<file path="src/rtl/dmem_pkg.sv">
// dmem_pkg: shared definitions for the data-memory responder.
//   - MMIO register offsets (A_dm[15:0] within the MMIO window)
//   - run-control state encoding
//   - STATUS register bit positions
package dmem_pkg;

    localparam logic [15:0] OFF_STATUS = 16'h0000;
    localparam logic [15:0] OFF_RESULT = 16'h0004;
    localparam logic [15:0] OFF_CYCLES = 16'h0008;
    localparam logic [15:0] OFF_STORES = 16'h000C;

    localparam int unsigned STATUS_DONE_BIT = 0;
    localparam int unsigned STATUS_PASS_BIT = 1;

    typedef enum logic [1:0] {
        RUN       = 2'd0,
        DONE_PASS = 2'd1,
        DONE_FAIL = 2'd2
    } dmem_state_t;

endpackage

</file>
<file path="src/rtl/dmem_ram.sv">
// dmem_ram: word-addressed storage array.
//   Asynchronous read, synchronous write, contents not reset.
//   Ports:
//     clk   - write clock
//     we    - write enable, sampled at posedge clk
//     addr  - word index
//     wdata - write data
//     rdata - read data, combinational from addr (old data on same-cycle write)
module dmem_ram #(
    parameter int unsigned DEPTH_WORDS = 64,
    parameter int unsigned AW          = $clog2(DEPTH_WORDS)
) (
    input  logic          clk,
    input  logic          we,
    input  logic [AW-1:0] addr,
    input  logic [31:0]   wdata,
    output logic [31:0]   rdata
);

    logic [31:0] mem [DEPTH_WORDS];

    always_ff @(posedge clk) begin
        if (we) begin
            mem[addr] <= wdata;
        end
    end

    assign rdata = mem[addr];

endmodule

</file>
<file path="src/rtl/dmem_responder.sv">
// dmem_responder: slave end of the core's data-memory port.
//   Holds a word RAM (dmem_ram), an MMIO window selected by A_dm[31:16]==MMIO_HI,
//   and a run-control FSM that latches the first RESULT write as done/pass.
//   Optional performance counters (CYCLES, STORES) are built when the macro
//   DMEM_PERF_EN is defined; otherwise their offsets read 0.
//   Ports:
//     clk           - single clock, rising edge
//     rst           - asynchronous active-low reset
//     A_dm          - byte address (bits [1:0] ignored)
//     write_data_dm - store data
//     we_dm         - store strobe
//     read_data_dm  - combinational load data
//     done          - a result has been written since reset
//     pass          - the latched result equalled PASS_CODE
module dmem_responder
    import dmem_pkg::*;
#(
    parameter int unsigned DEPTH_WORDS = 64,
    parameter logic [31:0] PASS_CODE   = 32'h7,
    parameter logic [15:0] MMIO_HI     = 16'hFFFF
) (
    input  logic        clk,
    input  logic        rst,
    input  logic [31:0] A_dm,
    input  logic [31:0] write_data_dm,
    input  logic        we_dm,
    output logic [31:0] read_data_dm,
    output logic        done,
    output logic        pass
);

    localparam int unsigned AW = $clog2(DEPTH_WORDS);

    dmem_state_t state;

    logic          mmio_sel;
    logic [15:0]   mmio_off;
    logic [AW-1:0] ram_idx;
    logic          ram_we;
    logic          result_wr;
    logic [31:0]   ram_rdata;

    assign mmio_sel  = (A_dm[31:16] == MMIO_HI);
    assign mmio_off  = A_dm[15:0];
    // Upper address bits are dropped, so RAM addresses wrap modulo the depth.
    assign ram_idx   = A_dm[AW+1:2];
    assign ram_we    = we_dm && !mmio_sel;
    assign result_wr = we_dm && mmio_sel && (mmio_off == OFF_RESULT);

    dmem_ram #(
        .DEPTH_WORDS (DEPTH_WORDS),
        .AW          (AW)
    ) u_ram (
        .clk   (clk),
        .we    (ram_we),
        .addr  (ram_idx),
        .wdata (write_data_dm),
        .rdata (ram_rdata)
    );

    // Run-control: the first RESULT write decides the outcome; DONE_* are terminal.
    always_ff @(posedge clk or negedge rst) begin
        if (!rst) begin
            state <= RUN;
        end else if (state == RUN && result_wr) begin
            state <= (write_data_dm == PASS_CODE) ? DONE_PASS : DONE_FAIL;
        end
    end

    assign done = (state != RUN);
    assign pass = (state == DONE_PASS);

`ifdef DMEM_PERF_EN
    logic [31:0] cycles;
    logic [15:0] stores;

    // The edge that leaves RUN is excluded, so CYCLES counts edges spent in RUN.
    always_ff @(posedge clk or negedge rst) begin
        if (!rst) begin
            cycles <= '0;
        end else if (state == RUN && !result_wr) begin
            cycles <= cycles + 32'd1;
        end
    end

    always_ff @(posedge clk or negedge rst) begin
        if (!rst) begin
            stores <= '0;
        end else if (ram_we && stores != 16'hFFFF) begin
            stores <= stores + 16'd1;
        end
    end
`endif

    always_comb begin
        read_data_dm = '0;
        if (!mmio_sel) begin
            read_data_dm = ram_rdata;
        end else begin
            case (mmio_off)
                OFF_STATUS: begin
                    read_data_dm[STATUS_DONE_BIT] = done;
                    read_data_dm[STATUS_PASS_BIT] = pass;
                end
`ifdef DMEM_PERF_EN
                OFF_CYCLES: read_data_dm = cycles;
                OFF_STORES: read_data_dm = {16'b0, stores};
`endif
                default:    read_data_dm = '0;
            endcase
        end
    end

endmodule

</file>
<file path="config.mk">
export PLATFORM = sky130hd
export DESIGN_NAME = dmem_responder
export DESIGN_NICKNAME = d
export VERILOG_FILES = /design/src/rtl/dmem_pkg.sv /design/src/rtl/dmem_ram.sv /design/src/rtl/dmem_responder.sv
export SDC_FILE = /design/constraint.sdc
export NUM_CORES = 2
export LEC_CHECK = 0
export ABC_AREA = 1
export CAP_MARGIN = 20
export CORE_MARGIN = 2
export CORE_UTILIZATION = 35
export DETAILED_ROUTE_END_ITERATION = 8
export PLACE_DENSITY = 0.5
export REMOVE_ABC_BUFFERS = 1
export SYNTH_ARGS = -nofsm -noshare
export SYNTH_HDL_FRONTEND = slang
export SYNTH_HIERARCHICAL = 1
export SYNTH_SLANG_ARGS = --single-unit
</file>
<file path="constraint.sdc">
create_clock -name clk -period 3.78 [get_ports clk]
set_input_delay 1.134 -clock clk [delete_from_list [all_inputs] [get_ports clk]]
set_output_delay 1.134 -clock clk [all_outputs]
set_load 0.01 [all_outputs]
</file>
# --- After elaboration in Yosys (flattened, before gate mapping) ---
# Memory sizes are Yosys's and may differ from the RTL's.
# Cells that the tools add are included.
op_classes:
  eq_ne: 4
  n_mux: 5
  reduce_logical: 8
ops:
  columns: ["cell", "count"]
  rows:
  - ["32-bit by 3-bit == test with 1-bit output, second input constant", 1]
  - ["32-bit two-way mux", 1]
  - ["16-bit == test, second input constant", 1]
  - ["16-bit by 3-bit == test with 1-bit output, second input constant", 1]
  - ["16-bit logical NOT", 1]
  - ["1-bit logical AND", 4]
  - ["2-bit two-way mux", 2]
  - ["2-bit by 1-bit == test with 1-bit output, second input constant", 1]
  - ["2-bit logical NOT", 1]
  - ["1-bit two-way mux", 2]
  - ["2-bit nonzero test", 1]
  - ["1-bit logical NOT", 1]
totals:
  regBits: 2
  mem_bits_rw: 2048
  in_bits: 67
  mem_count: 1
mem_list:
  columns: ["name", "depth", "width", "read_ports", "rd_clocked_by_memory_dff", "write_ports", "line", "source"]
  rows:
  - ["u_ram.mem", 64, 32, 1, 0, 1, "dmem_ram.sv:20", "logic [31:0] mem [DEPTH_WORDS];"]

# --- Longest topological paths before layout ---
depth:
  ltp_word: 5
  mapped_depth: 17
  depth_no_buf: 13

# --- By module ---
# Netlist, hierarchy kept.
by_module_without_submodules:
  columns: ["mod", "instances", "cells_per_inst", "area_each_um2"]
  rows:
  - ["dmem_ram", 1, 8408, 85862.3]
  - ["dmem_responder", 1, 150, 633.1]

# --- Worst setup path after synthesis ---
# Ideal clock, no wire load.
synth_path:
  path_kind: "input-to-reg"
  startpoint: "in A_dm[17]"
  endpoint: "mem u_ram.mem[41][0] (enable)"
  setup_time_ns: 0.502
  arrival_ns: 5.093
  required_ns: 3.278
  path_slack_ns: -1.815
  path_stages: 9
  cell_sequence: "nand2_1 nor2_1 nand2_1 nor2_4 buf_4 nor2_1 clkbuf_1 inv_1 nor4_1"
synth_between:
  elab_chain_cells: 5
synth_lines:
  columns: ["item", "line", "source"]
  rows:
  - ["start: declaration", "dmem_responder.sv:24", "input logic [31:0] A_dm,"]
  - ["16-bit == test", "dmem_responder.sv:43", "assign mmio_sel = (A_dm[31:16] == MMIO_HI);"]
  - ["1-bit logical NOT", null, null]
  - ["1-bit logical AND", "dmem_responder.sv:47", "assign ram_we = we_dm && !mmio_sel;"]
  - ["named net ram_we", "dmem_responder.sv:39", "logic ram_we;"]
  - ["1-bit two-way mux", "dmem_ram.sv:23", "if (we) begin"]
  - ["1-bit two-way mux (not written as such)", "dmem_ram.sv:24", "mem[addr] <= wdata;"]
  - ["end: declaration", "dmem_ram.sv:20", null]
# The timed path passes the listed nets, and every way through them passes these cells.

# --- Worst setup path in the final report ---
layout_path:
  startpoint: "in A_dm[2]"
  endpoint: "out read_data_dm[13]"
layout_between:
  elab_chain_cells: 2
layout_lines:
  columns: ["item", "line", "source"]
  rows:
  - ["memory read 64 x 32 bit", null, null]
  - ["named net ram_rdata[13]", "dmem_responder.sv:41", "logic [31:0] ram_rdata;"]
  - ["32-bit two-way mux", "dmem_responder.sv:97", "if (!mmio_sel) begin"]
  - ["end: declaration", "dmem_responder.sv:27", "output logic [31:0] read_data_dm,"]
# The timed path passes the listed nets, and every way through them passes these cells.

==> impl_metrics.csv <==
group,metric,value,unit
power,clockPowerShare,0.404,
floorplanning,initial_utilization,0.352,
critical_path,critPathMaxFanout,14,
synth,synth_area_leader_cell,"edfxtp_1",
global_route,gr-total-overflow,0,
detailed_routing,totalWireLength,287000,um
layout,synthToLayoutAreaGrowth,25.5,%
cts,cts_sinks,2050,
cts,postCtsHoldBufs,0,
critical_path,start_kind,"input port",
run_status,violations,"negative setup slack",
placed_design,dpl.hpwl,172000,um
floorplanning,die_area,251000,um^2
critical_path,crit_path_end_kind,"primary output",
cts,clk_latency,0.85,ns
floorplanning,rows,182,
detailed_routing,drtIter0Drc,5950,
run,maxCapViolCount,0,
critical_path,reg2reg_setup_slack,2.74,ns
layout,drive_gt1_frac,0.166,
run_status,status,"finished, violations left",
detailed_routing,vias,61400,
power,sw_frac_of_total,0.238,
critical_path,r2r_cells,7,
layout,final_nets,9248,
floorplanning,io_pins,101,
synth,yosysSeqAreaShare,0.712,
placed_design,place_ws,-1.20,ns
sta,fin_skew,0.000130,ns
power,power_frac_seq,0.505,
global_route,grt_max_degree,65,
global_route,grt_usage,0.224,
floorplanning,core_area,246000,um^2
detailed_routing,first_pass_iters,6,
sta,timing.fmax,0.233,GHz
detailed_routing,wire_per_inst,22.8,um
power,switching_power,11.9,mW
floorplanning,fp.dieH,501,um
detailed_routing,drc,0,
critical_path,crit_slowest_cell,"bufbuf_16",
critical_path,rr_startpoint,"state[1]$_DFFE_PN0P_",
critical_path,max_stage_delay,0.29,ns
global_route,grt_pass1_wl,412000,um
synth,syn-cell-area,86500,um^2
sta,hold_ws,0.442,ns
placed_design,finalWeightedCongestion,0.850,
sta,hold_violations,0,
critical_path,setup.worst_path.end,"read_data_dm[13]",
sta,drv_slew,0,
power,power.density,460,nW/um^2
cts,numCtsBuffers,211,
critical_path,r2r_end,"state[1]$_DFFE_PN0P_",
cts,cts_tree,"done",
critical_path,critical_path_arrival,3.15,ns
critical_path,path_class,"input port to primary output",
synth,synth.area.top_cells,"edfxtp_1 (71%), nand2_1 (25%), buf_2 (1.4%), nor2_1 (0.87%), clkbuf_1 (0.59%)",
synth,synth.avg_cell_area,10.1,um^2
critical_path,crit_path_start,"A_dm[2]",
synth,ys_types,23,
detailed_routing,avgViaCountPerCell,4.88,
hold_path,hp-class,"input port to async pin",
sta,tightest_slew,0.958,ns
synth,yosysWarnings,6,
sta,worst_slack,-0.505,ns
critical_path,crit_path_frequent_cell,"nand2_1",
layout,fillers,23000,
cts,clkTransAtPathRegs,0.05,ns
power,p_leak,45.1,nW
critical_path,path_cells,"buf_16 > buf_4 > buf_12 > bufbuf_16 > nand2_1 > nand2_1 > nand2_1 > nand2_1 > nand2_1 > nand2_1 > nand2_1 > nand2_2 > nor2_4 > nand2_4 > inv_2 > nor2_1 > buf_2",
sta,rsz0062_at_grt,"yes",
sta,slew_headroom,0.362,
sta,finalCritPeriodShare,1.13,
power,p_int,38.1,mW
global_route,antenna_found_initial,17,
synth,ys_ff_latch,2050,
sta,period_minus_slack,4.28,ns
global_route,grt_pass1_vias,58200,
detailed_routing,ant_nets,0,
cts,htree_levels,4,
sta,setup_viol,32,
floorplanning,die_width,501,um
power,p_comb_frac,0.091,
synth,netlist_instances,8558,
cts,cts_max_path_buffers,3,
cts,cts_root_buffer,"clkbuf_16",
critical_path,worst_ep_required_time,2.65,ns
synth,yosysTopAreaCellShare,0.711,
power,vdd_drop_max,0.560,mV
placed_design,portBuffers,100,
worst min-delay path by stage:
stage | startpoint | to
4_1_cts | rst | state[1]$_DFFE_PN0P_
2_1_floorplan | state[0]$_DFFE_PN0P_ | state[0]$_DFFE_PN0P_
3_5_place_dp | state[0]$_DFFE_PN0P_ | state[0]$_DFFE_PN0P_
5_1_grt | rst | state[1]$_DFFE_PN0P_
3_3_place_gp | state[0]$_DFFE_PN0P_ | state[0]$_DFFE_PN0P_
6_report | rst | state[0]$_DFFE_PN0P_
cell usage after synthesis:
cell / count
nand2_1: 5763
edfxtp_1: 2048
buf_2: 244
nor2_1: 201
clkbuf_1: 136
inv_1: 55
buf_1: 27
nand3_1: 15
buf_4: 14
inv_2: 14
nor3_2: 7
o21ai_0: 7
o211ai_1: 5
or2_2: 5
buf_6: 4
dfrtp_1: 2
nand4_1: 2
nor3_1: 2
nor4_1: 2
o21ai_1: 2
nor2_2: 1
nor2_4: 1
or2_1: 1
power by group through the flow:
stage | registers [mW] | clock network [mW] | logic (mW)
6_report | 25.2 | 20.2 | 4.53
5_1_grt | 25.2 | 21.4 | 4.88
4_1_cts | 25.2 | 20.5 | 4.43
3_5_place_dp | 25.7 | 0 | 3.98
3_3_place_gp | 25.7 | 0 | 3.98
2_1_floorplan | 25.7 | 0 | 1.67
layout make-up:
cell class                      instances  area, um^2  area share
Sequential cell                      2050       61500       0.567
Clock buffer                          266        5530      0.0509
Timing Repair Buffer                  834       11600       0.107
Inverter                               69         304     0.00280
Antenna cell                            7        17.5    0.000161
Tap cell                             3220        4030      0.0371
Timing Repair inverter                  1        16.3    0.000150
Multi-Input combinational cell       6014       24500       0.226
Clock inverter                        121        1020     0.00942
worst max-delay path, delay by kind of cell:
family / cells / cell delay (ns)
and+or+nand+nor: 11 / 1.03
buffers and inverters: 6 / 0.92
routing by layer:
metal | GRT usage | up-vias | part of all wire
li1 | - | 28900 | -
met1 | 0.315 | 30400 | 0.44
met2 | 0.370 | 1855 | 0.48
met3 | 0.0317 | 291 | 0.061
met4 | 0.0467 | 0 | 0.019
met5 | 0 | - | 0
registers in the layout, indices dropped and copies added, names as in the netlist:
| signal | count |
|---|---|
| state | 2 |
| u_ram/mem | 2048 |
layout by cell type (no fill, tap or decap), drive strengths merged:
cell and count:
dlygate4sd2 2, nand2 5763, nand3 15, clkbuf 282, inv 79, nor4 2, nor2 203, clkinvlp 7
o21ai 9, nand4 2, o211ai 5, clkdlybuf4s15 4, nor3 9, or2 6, clkdlybuf4s50 30, buf 767
diode 7, bufbuf 15, edfxtp 2048, dfrtp 2, clkinv 91, bufinv 14
stage by stage:
stage	cells	cell area [um^2]	total power, mW	TNS [ns]	util
2_1_floorplan	8133	84500	27.4	-	-
3_3_place_gp	12100	98000	29.7	-34.22	0.399
3_5_place_dp	12100	98000	29.7	-33.66	0.399
4_1_cts	12600	108000	50.1	-12.90	0.438
5_1_grt	12600	109000	51.5	-15.85	0.441
6_report	12600	109000	49.9	-12.72	0.441
cell families (layout without fill, tap and decap cells):
kind of cell | Yosys count | count (layout) | synth area share
DFF | 2050 | 2050 | 0.712
buffers and inverters | 494 | 1291 | 0.0259
AOI/OAI and AO/OA | 14 | 14 | 0.000955
other | 0 | 7 | 0
and+or+nand+nor | 6000 | 6000 | 0.262
what timing repair did:
action	in CTS	in global routing
pin swaps	106	114
setup buffers	53	17
gates cloned	45	14
resized for setup	542	194
endpoints found under the setup margin	32	32
(Power assumes the default switching activity.)
